File: src/rtl/sixty_four_bit_seq_subtractor.sv
// Multi-cycle subtractor: D = A - B - Bin, computed CHUNK_W bits per clock as
// A + ~B + ~Bin through a registered carry chain, with valid/ready on both sides.
// WIDTH must be a multiple of CHUNK_W.
module sixty_four_bit_seq_subtractor #(
  parameter int unsigned WIDTH   = 64,
  parameter int unsigned CHUNK_W = 16
) (
  input  logic             clk,
  input  logic             rst,
  input  logic             in_valid,
  output logic             in_ready,
  input  logic [WIDTH-1:0] A,
  input  logic [WIDTH-1:0] B,
  input  logic             Bin,
  output logic             out_valid,
  input  logic             out_ready,
  output logic [WIDTH-1:0] D,
  output logic             Borrow_Out,
  output logic             Ovf
);

  localparam int unsigned NCHUNK = WIDTH / CHUNK_W;
  localparam int unsigned IdxW   = (NCHUNK > 1) ? $clog2(NCHUNK) : 1;
  localparam logic [IdxW-1:0] LastIdx = IdxW'(NCHUNK - 1);

  typedef enum logic [1:0] {StIdle, StRun, StDone} state_e;

  state_e           state_q, state_d;
  logic [WIDTH-1:0] a_q, nb_q, d_q;
  logic             carry_q, borrow_q, ovf_q;
  logic [IdxW-1:0]  idx_q;

  logic [31:0]      chunk_base;
  logic [CHUNK_W:0] chunk_sum;
  logic             accept, last_chunk, fin_ovf;

  assign accept     = (state_q == StIdle) && in_valid;
  assign last_chunk = (state_q == StRun) && (idx_q == LastIdx);

  // Chunk adder: current slice of A plus inverted B plus the running carry.
  always_comb begin
    chunk_base = 32'(idx_q) * CHUNK_W;
    chunk_sum  = {1'b0, a_q[chunk_base +: CHUNK_W]} + {1'b0, nb_q[chunk_base +: CHUNK_W]}
               + {{CHUNK_W{1'b0}}, carry_q};
    // nb_q holds ~B, so equal MSBs mean A and B had opposite signs.
    fin_ovf    = (a_q[WIDTH-1] == nb_q[WIDTH-1]) && (chunk_sum[CHUNK_W-1] != a_q[WIDTH-1]);
  end

  // FSM state register.
  always_ff @(posedge clk) begin
    if (rst) begin
      state_q <= StIdle;
    end else begin
      state_q <= state_d;
    end
  end

  // Next-state logic and handshake outputs.
  always_comb begin
    state_d   = state_q;
    in_ready  = 1'b0;
    out_valid = 1'b0;
    unique case (state_q)
      StIdle: begin
        in_ready = 1'b1;
        if (in_valid) state_d = StRun;
      end
      StRun: begin
        if (idx_q == LastIdx) state_d = StDone;
      end
      StDone: begin
        out_valid = 1'b1;
        if (out_ready) state_d = StIdle;
      end
      default: state_d = StIdle;
    endcase
  end

  // Datapath: operand capture, per-chunk result write and final flags.
  always_ff @(posedge clk) begin
    if (rst) begin
      a_q      <= '0;
      nb_q     <= '0;
      d_q      <= '0;
      carry_q  <= 1'b0;
      borrow_q <= 1'b0;
      ovf_q    <= 1'b0;
      idx_q    <= '0;
    end else if (accept) begin
      a_q     <= A;
      nb_q    <= ~B;
      carry_q <= ~Bin;
      idx_q   <= '0;
    end else if (state_q == StRun) begin
      d_q[chunk_base +: CHUNK_W] <= chunk_sum[CHUNK_W-1:0];
      carry_q                    <= chunk_sum[CHUNK_W];
      idx_q                      <= idx_q + 1'b1;
      if (last_chunk) begin
        // No final carry out of A + ~B + ~Bin means the true result went negative.
        borrow_q <= ~chunk_sum[CHUNK_W];
        ovf_q    <= fin_ovf;
        idx_q    <= '0;
      end
    end
  end

  assign D          = d_q;
  assign Borrow_Out = borrow_q;
  assign Ovf        = ovf_q;

endmodule
File: config.mk
export PLATFORM = sky130hd
export DESIGN_NAME = sixty_four_bit_seq_subtractor
export DESIGN_NICKNAME = d
export VERILOG_FILES = /design/src/rtl/sixty_four_bit_seq_subtractor.sv
export SDC_FILE = /design/constraint.sdc
export NUM_CORES = 1
export LEC_CHECK = 0
export CAP_MARGIN = 20
export CORE_UTILIZATION = 45
export DETAILED_ROUTE_END_ITERATION = 8
export PLACE_DENSITY = 0.71
export SETUP_SLACK_MARGIN = 0.05
export SYNTH_ARGS = -nofsm -noshare
export SYNTH_HDL_FRONTEND = slang
export SYNTH_SLANG_ARGS = --single-unit
File: constraint.sdc
create_clock -name clk -period 11.2 [get_ports clk]
set_input_delay 1.12 -clock clk [delete_from_list [all_inputs] [get_ports clk]]
set_output_delay 1.12 -clock clk [all_outputs]
set_load 0.005 [all_outputs]
==> impl_metrics.json <==
{
  "antenna_cells": 0,
  "finalSetupViolCount": 0,
  "synth_compound_area_share_pct": 18.77,
  "use_met3_pct": 5.196,
  "gr-total-overflow": 0,
  "synthSimpleGateAreaFrac_pct": 16.69,
  "ctsHoldBuffers": 0,
  "drive_gt1_share_pct": 8.045,
  "ant_nets": 0,
  "start_util_pct": 46.26,
  "clk_latency_ns": 0.44,
  "maxSlewHeadroom_pct": 29.88,
  "powerDensity_nw_per_um2": 143.7,
  "fmax_mhz": 232.3,
  "maxCapViolations": 0,
  "tightest_slew_ns": 1.052,
  "layout.nets": 1214,
  "netlist_area_um2": 8367,
  "grtUsageMet2_pct": 37.96,
  "p_int_mw": 1.172,
  "tritoncts": "yes",
  "min_period_over_period_pct": 38.43,
  "hpwl_mm": 16.08,
  "critPathArrivalTime_ns": 4.60,
  "r2r_start": "idx_q[1]$_SDFFE_PP0P_",
  "route.detailed.drc": 28,
  "syn_area_per_cell_um2": 9.266,
  "reg2reg_slack_ns": 6.90,
  "cts-root-buf": "clkbuf_16",
  "ys_seq_area_share_pct": 47.61,
  "violations": "design-rule violations",
  "clkTransAtPathRegs_ns": 0.07,
  "boundaryPins": 201,
  "p_comb_share_pct": 15.4,
  "grtUsageMet1_pct": 33.16,
  "power.total_mw": 1.582,
  "grt_pass1_vias": 6725,
  "synth_edf_count": 0,
  "viasPerCell": 5.532,
  "ys.flop_type": "dfxtp_1",
  "ys_ff_latch": 199,
  "rows": 49,
  "clkPwrFrac_pct": 35.7,
  "final.setup.worst_slack_ns": 6.896,
  "grt_start_max_net_pins": 125,
  "cts_made_buffers": 17,
  "placed_area_um2": 10450,
  "status": "complete, but fails checks",
  "cts.sinks": 199,
  "coreArea_um2": 18090,
  "fin_crit_ns": 4.304,
  "first_iter_violations": 650,
  "crit_end": "carry_q$_SDFFE_PP0P_",
  "synth-adder-area-share_pct": 3.619,
  "syn_inst": 903,
  "via_count": 7180,
  "path_class": "flip-flop to flip-flop",
  "antenna_found_initial": 0,
  "port_buffers": 200,
  "r2r_cells": 10,
  "cts_resized": 0,
  "die_w_um": 138.4,
  "hold_viol": 0,
  "cp-startpoint": "idx_q[1]$_SDFFE_PP0P_",
  "dieArea_um2": 19140,
  "timing.rr.end": "carry_q$_SDFFE_PP0P_",
  "syn_to_final_growth_pct": 31.54,
  "p_sw_mw": 0.4098,
  "synth_top_family_by_area": "compound AO/OA/AOI/OAI gates",
  "rsz0062_at_grt": "no",
  "setup_tns_ns": 0,
  "leakagePower_nw": 3.951,
  "synth_cell_type_count": 48,
  "stdcell_area_um2": 11010,
  "place_ws_ns": 6.886,
  "crit_required_ns": 11.49,
  "fillers": 1540,
  "first_pass_iters": 7,
  "startpoint_type": "flip-flop",
  "routed_wirelength_mm": 22.67,
  "grt_first_pass_wirelength_mm": 35.90,
  "hold_path_class": "flip-flop to flip-flop",
  "synthTopCellsByArea": "dfxtp_1 48%, mux4_2 8.6%, nand2_1 6.6%",
  "h-tree-depth": 4,
  "synth_async_sr_flop_share_pct": 0,
  "endpoint_kind": "flip-flop",
  "cts_buffer_depth": 2,
  "maxSlewViolCount": 0,
  "yosysWarnings": 0,
  "cts_setup_buffers": 0,
  "netlist.area_leader.share_pct": 47.61,
  "synth.area.mux_share_pct": 8.614,
  "grt_usage_pct": 24.13,
  "wire_per_inst_um": 17.46,
  "synth_fp_nets": 1059,
  "place_congestion": 0.9358,
  "swShare_pct": 25.91,
  "ir_worst_vdd_uv": 109.1,
  "grt_busiest_layer": "met2",
  "fin_util_pct": 60.85,
  "die_h_um": 138.4,
  "pwr-share-seq_pct": 48.8,
  "critPathMaxFanout": 37,
  "netlist.top_cell.by_area": "dfxtp_1",
  "clock_skew_ns": 0.01009,
  "synth_xor_area_share_pct": 1.151
}
[worst min-delay path by stage]
stage	start	to	slack, ns	cells past startpoint
floorplan	a_q[16]$_SDFFE_PP0P_	a_q[16]$_SDFFE_PP0P_	0.43	2
global placement	a_q[30]$_SDFFE_PP0P_	a_q[30]$_SDFFE_PP0P_	0.44	2
detailed placement	a_q[60]$_SDFFE_PP0P_	a_q[60]$_SDFFE_PP0P_	0.44	2
CTS	a_q[60]$_SDFFE_PP0P_	a_q[60]$_SDFFE_PP0P_	0.45	2
global route	a_q[60]$_SDFFE_PP0P_	a_q[60]$_SDFFE_PP0P_	0.46	2
finish	a_q[60]$_SDFFE_PP0P_	a_q[60]$_SDFFE_PP0P_	0.45	2
[worst max-delay path, cell delays in order, from the launching register on]
cell	delay, ns
dfxtp_2	1.01
mux4_2	0.63
fa_1	0.45
fa_1	0.46
a211oi_2	0.25
o21bai_2	0.12
a21oi_2	0.23
o21ai_4	0.09
a311oi_4	0.48
o311ai_1	0.24
o2bb2ai_1	0.17
[layout make-up]
type	instances	area, um2	share of cell area, %
Sequential cell	199	3986	36.22
Clock buffer	21	450.4	4.093
Inverter	6	22.52	0.2046
Tap cell	229	286.5	2.603
Timing Repair Buffer	207	2088	18.97
Clock inverter	9	80.08	0.7276
Multi-Input combinational cell	627	4091	37.18
[metal layers]
layer / part of all wire [%] / routed length [um] / vias to the layer above
li1: - / - / 3509
met1: 46 / 10460 / 3419
met2: 46 / 10530 / 233
met3: 5.9 / 1341 / 19
met4: 1.5 / 332 / 0
met5: 0 / 0 / -
[cells by family (layout without fill, tap and decap cells)]
family                   count (synthesis)  in the layout
multiplexers                            32             32
AND/OR/NAND/NOR                        325            325
buffers and inverters                   77            243
XOR/XNOR                                11             11
adder cells (fa/ha/maj)                 23             23
flip-flops                             199            199
AO/OA/AOI/OAI                          236            236
[sequential cells by signal, indices dropped and copies added, names as in the netlist]
| name | cells |
|---|---|
| state_q | 2 |
| a_q | 64 |
| carry_q | 1 |
| Borrow_Out | 1 |
| Ovf | 1 |
| nb_q | 64 |
| idx_q | 2 |
| D | 64 |
[power by group through the flow]
| stage | logic [mW] | registers (mW) | clock network [mW] |
|---|---|---|---|
| final | 0.244 | 0.772 | 0.565 |
| after global placement | 0.238 | 0.787 | 0 |
| after floorplan | 0.149 | 0.777 | 0 |
| after global routing | 0.266 | 0.777 | 0.607 |
| after detailed placement | 0.242 | 0.788 | 0 |
| after CTS | 0.243 | 0.772 | 0.575 |
[cells in the mapped netlist (2+ instances only)]
cell type / instances
dfxtp_1: 199
nor3_1: 3
a32oi_1: 4
xor2_1: 4
inv_1: 6
or3b_2: 2
nand3_1: 9
nand2b_1: 7
a21o_1: 2
or3_1: 3
nand2_1: 146
fa_1: 2
a31oi_1: 5
mux4_2: 32
a22oi_1: 44
nor2_1: 124
buf_1: 6
and3_1: 3
nor2b_1: 6
nand3b_1: 13
ha_1: 21
buf_2: 6
o21ai_0: 19
a211oi_1: 67
o31a_1: 2
a21oi_1: 81
clkbuf_1: 59
a21oi_2: 2
xnor2_1: 7
[per-stage QoR]
step,std cells,hold slack (ns)
2_1_floorplan,903,0.4331
3_3_place_gp,1266,0.4404
3_5_place_dp,1267,0.4450
4_1_cts,1297,0.4540
5_1_grt,1298,0.4614
6_report,1298,0.4526
[cells in the final DEF (no fill, tap or decap), drive strengths merged, types with 6 or more instances in the layout]
cell type	n
clkdlybuf4s50	199
dfxtp	199
nand2	147
nor2	124
a21oi	83
a211oi	68
a22oi	44
mux4	32
ha	21
o21ai	21
clkbuf	21
nand3b	13
nand3	9
buf	8
nand2b	7
xnor2	7
clkinv	7
inv	6
nor2b	6
Note: power is estimated with default switching activity, not from simulation.
==> RTL edit: new RTL, config.mk and constraints unchanged <==
Encoding of `state_e`: now one-hot (3 bits for 3 states).
--- a/src/rtl/sixty_four_bit_seq_subtractor.sv
+++ b/src/rtl/sixty_four_bit_seq_subtractor.sv
@@ -23,7 +23,7 @@
   localparam int unsigned IdxW   = (NCHUNK > 1) ? $clog2(NCHUNK) : 1;
   localparam logic [IdxW-1:0] LastIdx = IdxW'(NCHUNK - 1);
 
-  typedef enum logic [1:0] {StIdle, StRun, StDone} state_e;
+  typedef enum logic [2:0] {StIdle = 3'b001, StRun = 3'b010, StDone = 3'b100} state_e;
 
   state_e           state_q, state_d;
   logic [WIDTH-1:0] a_q, nb_q, d_q;
Formal check against the unedited RTL: no difference found for any inputs over 4 cycles, from zero or initial values and one cycle with rst high; so few cycles prove little.
==> RTL edit against the original RTL <==
- highest routed layer unchanged
- global-route usage about the same
- clock skew decreased by 0.0031 ns
- area after synthesis increased by 2.7%
- setup slack improved by 0.13 ns
- total power increased by 4.1%
- sequential cell count increased by 1
- wire length increased by 2.9%
- sequential power about the same
- final cell count increased by 3.7%
- synthesized cell count increased by 4.7%
- maximum frequency increased by 3.0%
- design area increased by 2.7%
- count of clock-buffer cells in the layout decreased by 3
==> RTL edit: results (changes against the original RTL) <==
status -> complete, no violations
met3 Resource Use GR -> 4.376% (-0.82 points)
Worst Max-Slew Pin Slew -> 1.055 ns (+0.002998 ns)
syn nets -> 1100 (+3.9%)
Routed WL per cell -> 17.33 um (-0.76%)
multi-input logic portion of the cell area -> 38.11% (+0.94 points)
leak pwr -> 0.004017 uW (+1.7%)
routed vias/inst -> 5.546 (+0.26%)
Multi-input gate area -> 4308 um^2 (+5.3%)
number of global-route vias before repair -> 6886 (+2.4%)
invs w/o clock -> 5 (-1)
met1 GRT Util -> 32.94% (-0.22 points)
largest net degree at the start of global routing -> 108 (-14%)
tap cells -> 234 (+2.2%)
Placed Instances -> 1314 (+3.7%)
total track usage -> 24.09% (-0.039 points)
hold path endpoint -> a_q[14]
fill count -> 1601 (+4.0%)
met2 wire len -> 10980 um (+4.2%)
CLK BUF -> 18 (-14%)
placed instance area -> 10690 um^2 (+2.3%)
comb_multi_in -> 669 (+6.7%)
Worst Clk Skew -> 0.006963 ns (-0.003131 ns)
first-pass GRT wire length -> 36600 um (+2.0%)
Clock Sinks -> 200 (+0.50%)
min-delay src -> a_q[14]
post-DP HPWL -> 16840 um (+4.7%)
Clock buffers and inverters, area share -> 5.457% (+0.64 points)
unique cell type count in the Yosys netlist -> 49 (+2.1%)
Placer Congestion -> 0.9285 (-0.78%)
CP max FO -> 40 (+8.1%)
Met3 Wirelength -> 1304 um (-2.8%)
largest cells by area after synthesis -> dfxtp_1 47%, mux4_2 8.4%, nand2_1 6.9%
iteration count of the initial detailed-routing pass -> 5 (-2)
pre-CTS setup slack -> 7.062 ns (+0.1757 ns)
wirelength, routed -> 23330 um (+2.9%)
sequential cell area share -> 35.44% (-0.78 points)
## RTL edit: worst max-delay path by stage
stage               depth (start not counted)  slack, ns     to
floorplan                                  12       6.76  D[30]
finish                                     10       7.02  D[30]
detailed placement                         10       7.06  D[30]
global placement                           10       7.11  D[30]
CTS                                        10       7.05  D[30]
global route                               10       6.70  D[30]
## RTL edit: power breakdown
| part | internal (uW) | switching, uW | total, uW |
|---|---|---|---|
| sequential | 750 | 22.1 | 772 |
| clock | 358 | 285 | 643 |
| combinational | 107 | 125 | 232 |
## RTL edit: logic make-up after synthesis
| kind of cell | count (synthesis) | synth area share, % |
|---|---|---|
| multiplexers | 33 | 8.502 |
| XOR/XNOR | 8 | 0.8152 |
| adder cells (fa/ha/maj) | 22 | 3.378 |
| flip-flops | 200 | 46.59 |
| buffers and inverters | 76 | 3.407 |
| AO/OA/AOI/OAI | 245 | 18.49 |
| AND/OR/NAND/NOR | 361 | 18.82 |
